## src/rtl/alu_cmd_driver_if.sv

```systemverilog
// ---------------------------------------------------------------------------
// alu_cmd_driver_if
// Bundles the three handshakes around the ALU command driver:
//   - command channel (cmd_*): tagged operations from the stimulus source
//   - ALU channel     (alu_*): operands/opcode to the ALU, result back
//   - response channel(rsp_*): captured result plus tag to the consumer
//
// Modports
//   master : the driver itself (accepts commands, drives the ALU, returns
//            responses)
//   slave  : the surrounding environment (command source, ALU, consumer)
//
// Parameters
//   DATA_W : ALU operand width
//   OUT_W  : ALU result width
//   TAG_W  : command tag width
// ---------------------------------------------------------------------------
interface alu_cmd_driver_if #(
    parameter int DATA_W = 1,
    parameter int OUT_W  = 2,
    parameter int TAG_W  = 4
);

    // command channel
    logic              cmd_valid;
    logic              cmd_ready;
    logic [DATA_W-1:0] cmd_a;
    logic [DATA_W-1:0] cmd_b;
    logic [1:0]        cmd_op;
    logic [TAG_W-1:0]  cmd_tag;

    // ALU channel
    logic [DATA_W-1:0] alu_a;
    logic [DATA_W-1:0] alu_b;
    logic [1:0]        alu_op;
    logic [OUT_W-1:0]  alu_out;

    // response channel
    logic              rsp_valid;
    logic              rsp_ready;
    logic [OUT_W-1:0]  rsp_data;
    logic [TAG_W-1:0]  rsp_tag;

    modport master (
        input  cmd_valid, cmd_a, cmd_b, cmd_op, cmd_tag,
        output cmd_ready,
        output alu_a, alu_b, alu_op,
        input  alu_out,
        output rsp_valid, rsp_data, rsp_tag,
        input  rsp_ready
    );

    modport slave (
        output cmd_valid, cmd_a, cmd_b, cmd_op, cmd_tag,
        input  cmd_ready,
        input  alu_a, alu_b, alu_op,
        output alu_out,
        input  rsp_valid, rsp_data, rsp_tag,
        output rsp_ready
    );

endinterface

```

## src/rtl/alu_cmd_driver.sv

```systemverilog
// ---------------------------------------------------------------------------
// alu_cmd_driver
// Initiator side of the ALU operand/opcode interface. Tagged commands are
// accepted over valid/ready into a small FIFO; one operation at a time is
// issued to the ALU, the ALU inputs are held for the ALU pipeline latency,
// the result is captured verbatim and returned together with the tag.
//
// Ports
//   clk   : clock
//   rst   : asynchronous, active-high reset (flushes FIFO, drops any
//           in-flight operation)
//   bus   : alu_cmd_driver_if.master (cmd_*, alu_*, rsp_* channels)
//   busy  : FSM not IDLE or FIFO not empty
//
// Optional feature (macro ALU_DRV_CHECK_EN)
//   When defined, a reference model recomputes the expected result from the
//   held ALU inputs and two extra ports appear:
//     rsp_mismatch : 1 when the captured result differs from the model,
//                    valid together with rsp_valid
//     err_cnt      : 16-bit saturating count of mismatching responses,
//                    bumped on the response handshake
//   When undefined, the port list is clk, rst, bus, busy only.
//
// Parameters
//   DATA_W, OUT_W, TAG_W : channel widths (must match the interface)
//   FIFO_DEPTH           : command FIFO entries, power of 2, >= 2
//   ALU_LAT              : clock edges from alu_* change to alu_out valid, >= 1
// ---------------------------------------------------------------------------
module alu_cmd_driver #(
    parameter int DATA_W     = 1,
    parameter int OUT_W      = 2,
    parameter int TAG_W      = 4,
    parameter int FIFO_DEPTH = 4,
    parameter int ALU_LAT    = 2
) (
    input  logic                    clk,
    input  logic                    rst,
    alu_cmd_driver_if.master        bus,
    output logic                    busy
`ifdef ALU_DRV_CHECK_EN
    ,
    output logic                    rsp_mismatch,
    output logic [15:0]             err_cnt
`endif
);

    localparam int PTR_W   = $clog2(FIFO_DEPTH);
    localparam int CNT_W   = $clog2(ALU_LAT + 1);
    localparam int ENTRY_W = 2 * DATA_W + 2 + TAG_W;

    typedef enum logic [1:0] {
        IDLE  = 2'd0,
        DRIVE = 2'd1,
        WAIT  = 2'd2,
        RESP  = 2'd3
    } state_t;

    // ------------------------------------------------------------------
    // Command FIFO
    // ------------------------------------------------------------------
    logic [ENTRY_W-1:0] mem [FIFO_DEPTH];
    logic [PTR_W:0]     wr_ptr;
    logic [PTR_W:0]     rd_ptr;
    logic               empty;
    logic               full;
    logic               push;
    logic               pop;

    logic [DATA_W-1:0]  ent_a;
    logic [DATA_W-1:0]  ent_b;
    logic [1:0]         ent_op;
    logic [TAG_W-1:0]   ent_tag;

    // ------------------------------------------------------------------
    // FSM and registered outputs
    // ------------------------------------------------------------------
    state_t             state;
    logic [CNT_W-1:0]   cnt;
    logic [DATA_W-1:0]  alu_a_q;
    logic [DATA_W-1:0]  alu_b_q;
    logic [1:0]         alu_op_q;
    logic [TAG_W-1:0]   cur_tag;
    logic               rsp_valid_q;
    logic [OUT_W-1:0]   rsp_data_q;
    logic [TAG_W-1:0]   rsp_tag_q;
    logic               capture;
    logic               handshake;

    // The extra pointer bit distinguishes full from empty when the index
    // bits coincide. cmd_ready is also forced low while reset is asserted
    // so every output reads 0 during reset.
    assign empty = (wr_ptr == rd_ptr);
    assign full  = (wr_ptr[PTR_W] != rd_ptr[PTR_W]) &&
                   (wr_ptr[PTR_W-1:0] == rd_ptr[PTR_W-1:0]);

    assign bus.cmd_ready = !full && !rst;

    // Push only when not full, so a pop in the same cycle never lets a
    // command slip past a full FIFO. Pop is owned by the IDLE state.
    assign push = bus.cmd_valid && bus.cmd_ready;
    assign pop  = (state == IDLE) && !empty;

    assign {ent_a, ent_b, ent_op, ent_tag} = mem[rd_ptr[PTR_W-1:0]];

    // Storage has no reset: the pointers alone decide what is valid, so a
    // reset flushes the FIFO without clearing the array.
    always_ff @(posedge clk) begin
        if (push) begin
            mem[wr_ptr[PTR_W-1:0]] <= {bus.cmd_a, bus.cmd_b, bus.cmd_op, bus.cmd_tag};
        end
    end

    // Read and write pointers wrap naturally modulo 2*FIFO_DEPTH.
    always_ff @(posedge clk or posedge rst) begin
        if (rst) begin
            wr_ptr <= '0;
            rd_ptr <= '0;
        end else begin
            if (push) begin
                wr_ptr <= wr_ptr + 1'b1;
            end
            if (pop) begin
                rd_ptr <= rd_ptr + 1'b1;
            end
        end
    end

    // cnt holds the number of edges seen since the load edge; the result is
    // sampled on the edge where that count reaches ALU_LAT.
    assign capture   = ((state == DRIVE) || (state == WAIT)) && (cnt == CNT_W'(ALU_LAT));
    assign handshake = (state == RESP) && bus.rsp_ready;

    // Operation sequencer: load the ALU inputs from the FIFO head, hold them
    // for the ALU latency, capture the result and keep the response stable
    // until the consumer takes it.
    always_ff @(posedge clk or posedge rst) begin
        if (rst) begin
            state       <= IDLE;
            cnt         <= '0;
            alu_a_q     <= '0;
            alu_b_q     <= '0;
            alu_op_q    <= '0;
            cur_tag     <= '0;
            rsp_valid_q <= 1'b0;
            rsp_data_q  <= '0;
            rsp_tag_q   <= '0;
        end else begin
            case (state)
                IDLE: begin
                    if (!empty) begin
                        alu_a_q  <= ent_a;
                        alu_b_q  <= ent_b;
                        alu_op_q <= ent_op;
                        cur_tag  <= ent_tag;
                        cnt      <= CNT_W'(1);
                        state    <= DRIVE;
                    end
                end
                DRIVE, WAIT: begin
                    if (capture) begin
                        rsp_data_q  <= bus.alu_out;
                        rsp_tag_q   <= cur_tag;
                        rsp_valid_q <= 1'b1;
                        state       <= RESP;
                    end else begin
                        cnt   <= cnt + 1'b1;
                        state <= WAIT;
                    end
                end
                RESP: begin
                    if (handshake) begin
                        rsp_valid_q <= 1'b0;
                        state       <= IDLE;
                    end
                end
                default: begin
                    state <= IDLE;
                end
            endcase
        end
    end

    assign bus.alu_a     = alu_a_q;
    assign bus.alu_b     = alu_b_q;
    assign bus.alu_op    = alu_op_q;
    assign bus.rsp_valid = rsp_valid_q;
    assign bus.rsp_data  = rsp_data_q;
    assign bus.rsp_tag   = rsp_tag_q;

    assign busy = (state != IDLE) || !empty;

`ifdef ALU_DRV_CHECK_EN
    // ------------------------------------------------------------------
    // Reference model
    // ------------------------------------------------------------------
    localparam int CALC_W = 2 * DATA_W + OUT_W;

    logic [CALC_W-1:0] calc_a;
    logic [CALC_W-1:0] calc_b;
    logic [OUT_W-1:0]  expected;

    // Operands are widened before the arithmetic so products and borrows
    // are formed at full precision and then truncated, which makes SUB wrap
    // modulo 2^OUT_W. A zero on either DIV operand yields 0.
    always_comb begin
        calc_a   = CALC_W'(alu_a_q);
        calc_b   = CALC_W'(alu_b_q);
        expected = '0;
        case (alu_op_q)
            2'b00: expected = OUT_W'(calc_a + calc_b);
            2'b01: expected = OUT_W'(calc_a - calc_b);
            2'b10: expected = OUT_W'(calc_a * calc_b);
            2'b11: begin
                if ((calc_a == '0) || (calc_b == '0)) begin
                    expected = '0;
                end else begin
                    expected = OUT_W'(calc_a / calc_b);
                end
            end
            default: expected = '0;
        endcase
    end

    // The mismatch flag is set alongside the captured result and cleared on
    // the handshake; the error counter saturates instead of wrapping.
    always_ff @(posedge clk or posedge rst) begin
        if (rst) begin
            rsp_mismatch <= 1'b0;
            err_cnt      <= '0;
        end else if (capture) begin
            rsp_mismatch <= (bus.alu_out != expected);
        end else if (handshake) begin
            rsp_mismatch <= 1'b0;
            if (rsp_mismatch && (err_cnt != 16'hFFFF)) begin
                err_cnt <= err_cnt + 16'd1;
            end
        end
    end
`endif

endmodule

```

## src/flat_wrapper.sv

```systemverilog
// flat-port wrapper written by rule: the top's interface ports become plain ports
module alu_cmd_driver_flat 
#(
    parameter int DATA_W     = 1,
    parameter int OUT_W      = 2,
    parameter int TAG_W      = 4,
    parameter int FIFO_DEPTH = 4,
    parameter int ALU_LAT    = 2
)
  (clk, rst, busy, bus_cmd_valid, bus_cmd_a, bus_cmd_b, bus_cmd_op, bus_cmd_tag, bus_cmd_ready, bus_alu_a, bus_alu_b, bus_alu_op, bus_alu_out, bus_rsp_valid, bus_rsp_data, bus_rsp_tag, bus_rsp_ready);
  alu_cmd_driver_if #(.DATA_W(DATA_W), .OUT_W(OUT_W), .TAG_W(TAG_W)) bus_i ();
  input  logic clk;
  input  logic rst;
  output logic busy;
  input wire logic [$bits(bus_i.cmd_valid)-1:0] bus_cmd_valid;
  input wire logic [$bits(bus_i.cmd_a)-1:0] bus_cmd_a;
  input wire logic [$bits(bus_i.cmd_b)-1:0] bus_cmd_b;
  input wire logic [$bits(bus_i.cmd_op)-1:0] bus_cmd_op;
  input wire logic [$bits(bus_i.cmd_tag)-1:0] bus_cmd_tag;
  output wire logic [$bits(bus_i.cmd_ready)-1:0] bus_cmd_ready;
  output wire logic [$bits(bus_i.alu_a)-1:0] bus_alu_a;
  output wire logic [$bits(bus_i.alu_b)-1:0] bus_alu_b;
  output wire logic [$bits(bus_i.alu_op)-1:0] bus_alu_op;
  input wire logic [$bits(bus_i.alu_out)-1:0] bus_alu_out;
  output wire logic [$bits(bus_i.rsp_valid)-1:0] bus_rsp_valid;
  output wire logic [$bits(bus_i.rsp_data)-1:0] bus_rsp_data;
  output wire logic [$bits(bus_i.rsp_tag)-1:0] bus_rsp_tag;
  input wire logic [$bits(bus_i.rsp_ready)-1:0] bus_rsp_ready;
  assign bus_i.cmd_valid = bus_cmd_valid;
  assign bus_i.cmd_a = bus_cmd_a;
  assign bus_i.cmd_b = bus_cmd_b;
  assign bus_i.cmd_op = bus_cmd_op;
  assign bus_i.cmd_tag = bus_cmd_tag;
  assign bus_cmd_ready = bus_i.cmd_ready;
  assign bus_alu_a = bus_i.alu_a;
  assign bus_alu_b = bus_i.alu_b;
  assign bus_alu_op = bus_i.alu_op;
  assign bus_i.alu_out = bus_alu_out;
  assign bus_rsp_valid = bus_i.rsp_valid;
  assign bus_rsp_data = bus_i.rsp_data;
  assign bus_rsp_tag = bus_i.rsp_tag;
  assign bus_i.rsp_ready = bus_rsp_ready;
  alu_cmd_driver #(.DATA_W(DATA_W), .OUT_W(OUT_W), .TAG_W(TAG_W), .FIFO_DEPTH(FIFO_DEPTH), .ALU_LAT(ALU_LAT)) u_core (.clk(clk), .rst(rst), .bus(bus_i), .busy(busy));
endmodule
```

## config.mk

```make
export PLATFORM = sky130hd
export DESIGN_NAME = alu_cmd_driver_flat
export DESIGN_NICKNAME = d
export VERILOG_FILES = /design/src/rtl/alu_cmd_driver_if.sv /design/src/rtl/alu_cmd_driver.sv /design/src/flat_wrapper.sv
export SDC_FILE = /design/constraint.sdc
export NUM_CORES = 1
export LEC_CHECK = 0
export CORE_ASPECT_RATIO = 0.8
export CORE_MARGIN = 2
export CORE_UTILIZATION = 45
export CTS_CLUSTER_SIZE = 14
export DETAILED_ROUTE_END_ITERATION = 12
export PLACE_DENSITY = 0.66
export SLEW_MARGIN = 5
export SYNTH_ARGS = -nofsm -noshare
export SYNTH_HDL_FRONTEND = slang
export SYNTH_SLANG_ARGS = --single-unit
```

## constraint.sdc

```tcl
create_clock -name clk -period 2.7 [get_ports clk]
set_input_delay 0.54 -clock clk [delete_from_list [all_inputs] [get_ports clk]]
set_output_delay 0.54 -clock clk [all_outputs]
set_load 0.005 [all_outputs]
```

==> results of run 1 <==
==> routing by layer <==
metal,vias to the layer above,global-route usage [%]
met1,622,17.5
li1,589,-
met3,2,7.45
met5,-,0
met2,31,23.5
met4,0,3.13
==> synthesized netlist by cell type <==
library cell  count
a21boi_4          1
a31oi_1           2
a32o_1            1
a41oi_1           1
and2_2            3
and2_4            1
buf_4             1
buf_6             1
clkbuf_8          1
dfrtp_1          25
edfxtp_1         32
ha_1             10
inv_1             9
mux2_2           15
mux2_4            2
mux4_1            5
mux4_2            3
nand2_1           3
nand4_1           1
nor2_1            2
nor2b_1           1
o21a_1            1
o21ai_0           2
o311a_4           1
o31ai_1           3
xnor2_1           4
xnor2_2           1
xor2_1            5
==> worst register-to-register path: cells and delay by family (launching register included) <==
family                 cells  cell delay (ns)
buffers and inverters      1             0.26
AO/OA/AOI/OAI              1             0.28
multiplexers               1             0.36
XOR/XNOR                   1             0.20
flip-flops                 1             0.67
==> registers in the layout, indices dropped and copies added (netlist names) <==
signal and flops:
u_core.cur_tag 4, u_core.wr_ptr 3, u_core.bus.rsp_data 2, u_core.bus.alu_a 1, u_core.bus.alu_b 1, u_core.bus.alu_op 2
u_core.rd_ptr 3, u_core.state 2, u_core.bus.rsp_valid 1, u_core.cnt 2, u_core.bus.rsp_tag 4, u_core.mem 32
==> cells by family after synthesis <==
kind of cell / Yosys count / share of synthesized area, %
AO/OA/AOI/OAI: 12 / 4.55
multiplexers: 25 / 16.3
XOR/XNOR: 10 / 3.89
AND/OR/NAND/NOR: 11 / 2.56
buffers and inverters: 12 / 2.71
adder cells (fa/ha/maj): 10 / 5.12
flip-flops: 57 / 64.9
==> power breakdown <==
part	switching, mW	leakage (nW)	internal (mW)
logic	0.530	0.499	0.735
clock network	0.292	0.0898	0.415
registers	0.187	0.582	1.18
total	1.01	1.17	2.33
==> final cells by class <==
class                      count  area [um2]  share of cell area [%]
tap                           62        77.6                    2.63
sequential                    57        1590                    53.8
inverter                       9        33.8                    1.15
multi-input combinational     68         792                    26.8
clock buffer                  11         131                    4.45
clock inverter                 5        46.3                    1.57
timing repair buffer          29         283                    9.58
==> final timing paths <==
kind,from,to,slack [ns],cells past startpoint
worst max-delay path,u_core.rd_ptr[1]$_DFFE_PP0P_,bus_cmd_ready,0.26,3
worst min-delay path,u_core.bus.rsp_tag[3]$_DFFE_PP0P_,u_core.bus.rsp_tag[3]$_DFFE_PP0P_,0.51,1
worst max register to register,u_core.rd_ptr[1]$_DFFE_PP0P_,u_core.cur_tag[2]$_DFFE_PP0P_,0.82,4
worst min register to register,u_core.bus.rsp_tag[3]$_DFFE_PP0P_,u_core.bus.rsp_tag[3]$_DFFE_PP0P_,0.51,1
max in group asynchronous,rst,u_core.bus.rsp_tag[2]$_DFFE_PP0P_,1.78,3
min in group asynchronous,rst,u_core.wr_ptr[2]$_DFFE_PP0P_,0.66,3
==> results.toml, run 1 <==
[outcome]
status = "complete, no violations"

[placed_design]
numPortBuffers = 26
dp_cells = 225
postPlaceCellArea_um2 = 2770
dp_hpwl_um = 2750
gp_congestion = 0.703
dpl_worst_slack_ns = 0.532

[floorplan]
row_count = 23
die-height_um = 69.9
core_area_um2 = 5120
fp.dieW_um = 86.4
die_area_um2 = 6040
ios = 27
start_util_pct = 47.7

[logic_synthesis]
yosys_warnings = 0
synth_area_um2 = 2440
synth-seq-cells = 57
avgSynthCellArea_um2 = 17.8
synth_area_leader_cell = "edfxtp_1"
synth.distinct_cells = 28
ys_seq_area_share_pct = 64.9
netlist.area_leader.share_pct = 39.3
syn-num-nets = 161
ys_top_cells_by_area = "edfxtp_1, dfrtp_1, mux2_2"
syn_inst = 137

[timing]
hold_violations = 0
holdWs_ns = 0.505
finalSetupTns_ns = 0
worst_pin_slew_ns = 0.523
finalCritPeriodShare_pct = 90.2
slew_headroom_pct = 65.1
fin_worst_skew_ns = 0.00671
rsz0062_at_grt = "false"
slew_violations = 0
final.setup.worst_slack_ns = 0.264
timing.fmax_mhz = 411
fin_crit_ns = 2.44
setup_viol_count_final = 0

[global_routing]
grt_pass1_vias = 1296
grt_overflow = 0
antenna_found_initial = 0
grt_pass1_wl_um = 6400
grt_max_degree = 26
grtUsageTotal_pct = 14.5

[cts]
htreeDepth = 3
cts_setup_buffers = 0
clock_sinks = 57
cts_resized = 0
ctsRootBufferMaster = "clkbuf_8"
hold_buffers = 0
clkTransAtPathRegs_ns = 0.06
cts_buffers = 9
cts_tree = "built"
clock_path_buffers = 2
clk_latency_ns = 0.32

[worst_setup_path]
critPathCaptureType = "output port"
cp.arrival_ns = 1.90
cp-start-kind = "flop"
critical-path-top-delay-family = "flip-flops"
path_max_fanout = 12
worst-path-buf-inv = 1
cp_slowest_cell = "dfrtp_1"
required_ns = 2.16
crit_path_max_incr_delay_ns = 0.67
crit_chain = "xnor2_1 -> a31oi_1 -> clkdlybuf4s50_1"
crit_type = "reg2out"

[drt]
wl_per_cell_um = 16.2
wl_met1_um = 1650
top_layer = "met4"
num_vias = 1244
drc_errors = 0
wl_met3_um = 216
ant_nets = 0
routed_via_density = 5.16
wl_met2_um = 2020
postRouteWirelength_um = 3900
drt_first_pass_iters = 4
first_iter_violations = 92

[power_and_ir_drop]
totalPowerFinal_mw = 3.34
pwr_density_cell_nw_per_um2 = 1130
p_leak_nw = 1.17
peakVddDrop_mv = 0.458

[worst_hold_path]
holdCritPathClass = "reg2reg"

[flow_run]
drv_cap = 0

[cells_and_area]
drive_above_1_share_pct = 22.9
layout.nets = 198
mostFrequentLayoutCells = "edfxtp_1, clkdlybuf4s50_1, dfrtp_1, mux2_2, ha_1"
fillers = 389
diodes = 0
fin_util_pct = 57.6
final_common_cell = "edfxtp_1"
final_cell_area_um2 = 2950
instances_no_fill = 241
syn_to_final_growth_pct = 20.7
Power figures use the tool's default switching activity.
==> inputs of run 2 (changes only) <==
- CORE_MARGIN: 2 -> default
==> run 2 against run 1 <==
Effect of this change: the run now ends with design-rule violations left; via count about the same; register-to-register slack better by 0.12 ns; sequential share of layout area down 0.068 points; cell count unchanged; largest cell class unchanged.
==> results.toml, run 2 (synthesized netlist as in run 1, its figures left out) <==
[worst_setup_path]
required_ns = 2.16
endpoint = "busy"
reg2reg_from = "u_core.rd_ptr[0]$_DFFE_PP0P_"
path_max_fanout = 5
r2r-end = "u_core.mem[0][3]$_DFFE_PP_"
cp-start-kind = "flop"
crit_type = "reg2out"
critPathCaptureType = "output port"
reg2reg_slack_ns = 0.94
cp.arrival_ns = 1.69
cp-startpoint = "u_core.wr_ptr[1]$_DFFE_PP0P_"
rr_worst_depth = 4

[power_and_ir_drop]
pwr_density_cell_nw_per_um2 = 1130
internal_power_mw = 2.34
totalPowerFinal_mw = 3.34
clkPwrFrac_pct = 21.0
p_leak_nw = 1.18
p_switching_mw = 1.01
peakVddDrop_mv = 0.404
seqPwrFrac_pct = 40.1
p_comb_share_pct = 38.9
p_sw_share_pct = 30.1

[cts]
cts_resized = 0
clk_latency_ns = 0.32
clock_path_buffers = 2
clkTransAtPathRegs_ns = 0.06
ctsRootBufferMaster = "clkbuf_8"
htreeDepth = 3
cts_setup_buffers = 0
cts_tree = "built"
hold_buffers = 0
clock_sinks = 57
cts_buffers = 9

[drt]
postRouteWirelength_um = 3870
wl_met2_um = 1890
drc_errors = 2
num_vias = 1245
top_layer = "met4"
drt_first_pass_iters = 8
wl_met3_um = 179
routed_via_density = 5.17
wl_per_cell_um = 16.1
ant_nets = 0
wl_met1_um = 1780
first_iter_violations = 61

[timing]
finalSetupTns_ns = 0
worst_pin_slew_ns = 0.451
timing.fmax_mhz = 449
setup_viol_count_final = 0
holdWs_ns = 0.502
slew_headroom_pct = 69.5
rsz0062_at_grt = "false"
finalCritPeriodShare_pct = 82.5
fin_worst_skew_ns = 0.00513
hold_violations = 0
fin_crit_ns = 2.23
slew_violations = 0

[cells_and_area]
diodes = 0
syn_to_final_growth_pct = 20.8
drive_above_1_share_pct = 23.5
fin_util_pct = 57.7
mostFrequentLayoutCells = "edfxtp_1, clkdlybuf4s50_1, dfrtp_1, mux2_2, ha_1"
final_common_cell = "edfxtp_1"
instances_no_fill = 241
largest_reg_flops = 32
layout.nets = 199

[worst_hold_path]
min_from = "u_core.bus.rsp_data[1]$_DFFE_PP0P_"
holdCritPathClass = "reg2reg"

[placed_design]
numPortBuffers = 26
dp_hpwl_um = 2690
gp_congestion = 0.709
dp_cells = 226

[flow_run]
drv_cap = 0

[outcome]
status = "finished, violations left"
violations = "design-rule violations"

[floorplan]
die-height_um = 67.9
ios = 27
fp.dieW_um = 84.4
start_util_pct = 47.7
row_count = 23
core_area_um2 = 5120
die_area_um2 = 5730

[global_routing]
antenna_found_initial = 0
grt_pass1_wl_um = 6160
grtUsageTotal_pct = 15.2
grt_pass1_vias = 1254
grt_overflow = 0
grt_max_degree = 26
run 2: changes by cell type in the layout (fill, tap and decap cells not counted), sizes merged:
| cell | before | now |
|---|---|---|
| clkbuf | 11 | 9 |
| buf | 3 | 4 |
| clkinv | 4 | 5 |
run 2: layer usage:
metal / track usage (%) / vias up
li1: - / 589
met4: 6.36 / 0
met2: 26.4 / 26
met1: 17.2 / 625
met5: 0 / -
met3: 5.91 / 5
run 2: metrics by stage:
stage	worst slack, ns	instance area, um2
after floorplan	0.708	2440
after global placement	0.544	2780
after detailed placement	0.528	2780
after global routing	0.365	2950
final	0.474	2950
after CTS	0.440	2950
run 2: critical path: stages, from the launching register on:
cell	delay, ns
dfrtp_1	0.45
xnor2_1	0.28
nand4_1	0.16
clkdlybuf4s50_1	0.47
run 2: power groups by stage:
| stage | Sequential (mW) | Combinational [mW] | Clock [mW] |
|---|---|---|---|
| final | 1.34 | 1.30 | 0.703 |
| after global routing | 1.37 | 1.43 | 0.760 |
| after CTS | 1.34 | 1.32 | 0.727 |
| after detailed placement | 1.36 | 1.31 | 0 |
| after global placement | 1.34 | 1.26 | 0 |
| after floorplan | 1.33 | 0.915 | 0 |
run 2: cell type report:
cell class,instances,area [um2]
clock buffer,9,124
clock inverter,6,50.0
fill,409,2170
inverter,9,33.8
multi-input combinational,68,792
sequential,57,1590
tap,62,77.6
timing repair buffer,30,290
run 2: how the worst min path moves through the flow:
stage                                         end  slack, ns  cells past startpoint
6_report       u_core.bus.rsp_data[1]$_DFFE_PP0P_       0.50                      1
5_1_grt          u_core.bus.alu_op[1]$_DFFE_PP0P_       0.52                      1
4_1_cts        u_core.bus.rsp_data[1]$_DFFE_PP0P_       0.51                      1
3_5_place_dp   u_core.bus.rsp_data[1]$_DFFE_PP0P_       0.49                      1
3_3_place_gp            u_core.cnt[1]$_DFFE_PP0P_       0.48                      1
2_1_floorplan           u_core.cnt[1]$_DFFE_PP0P_       0.47                      1
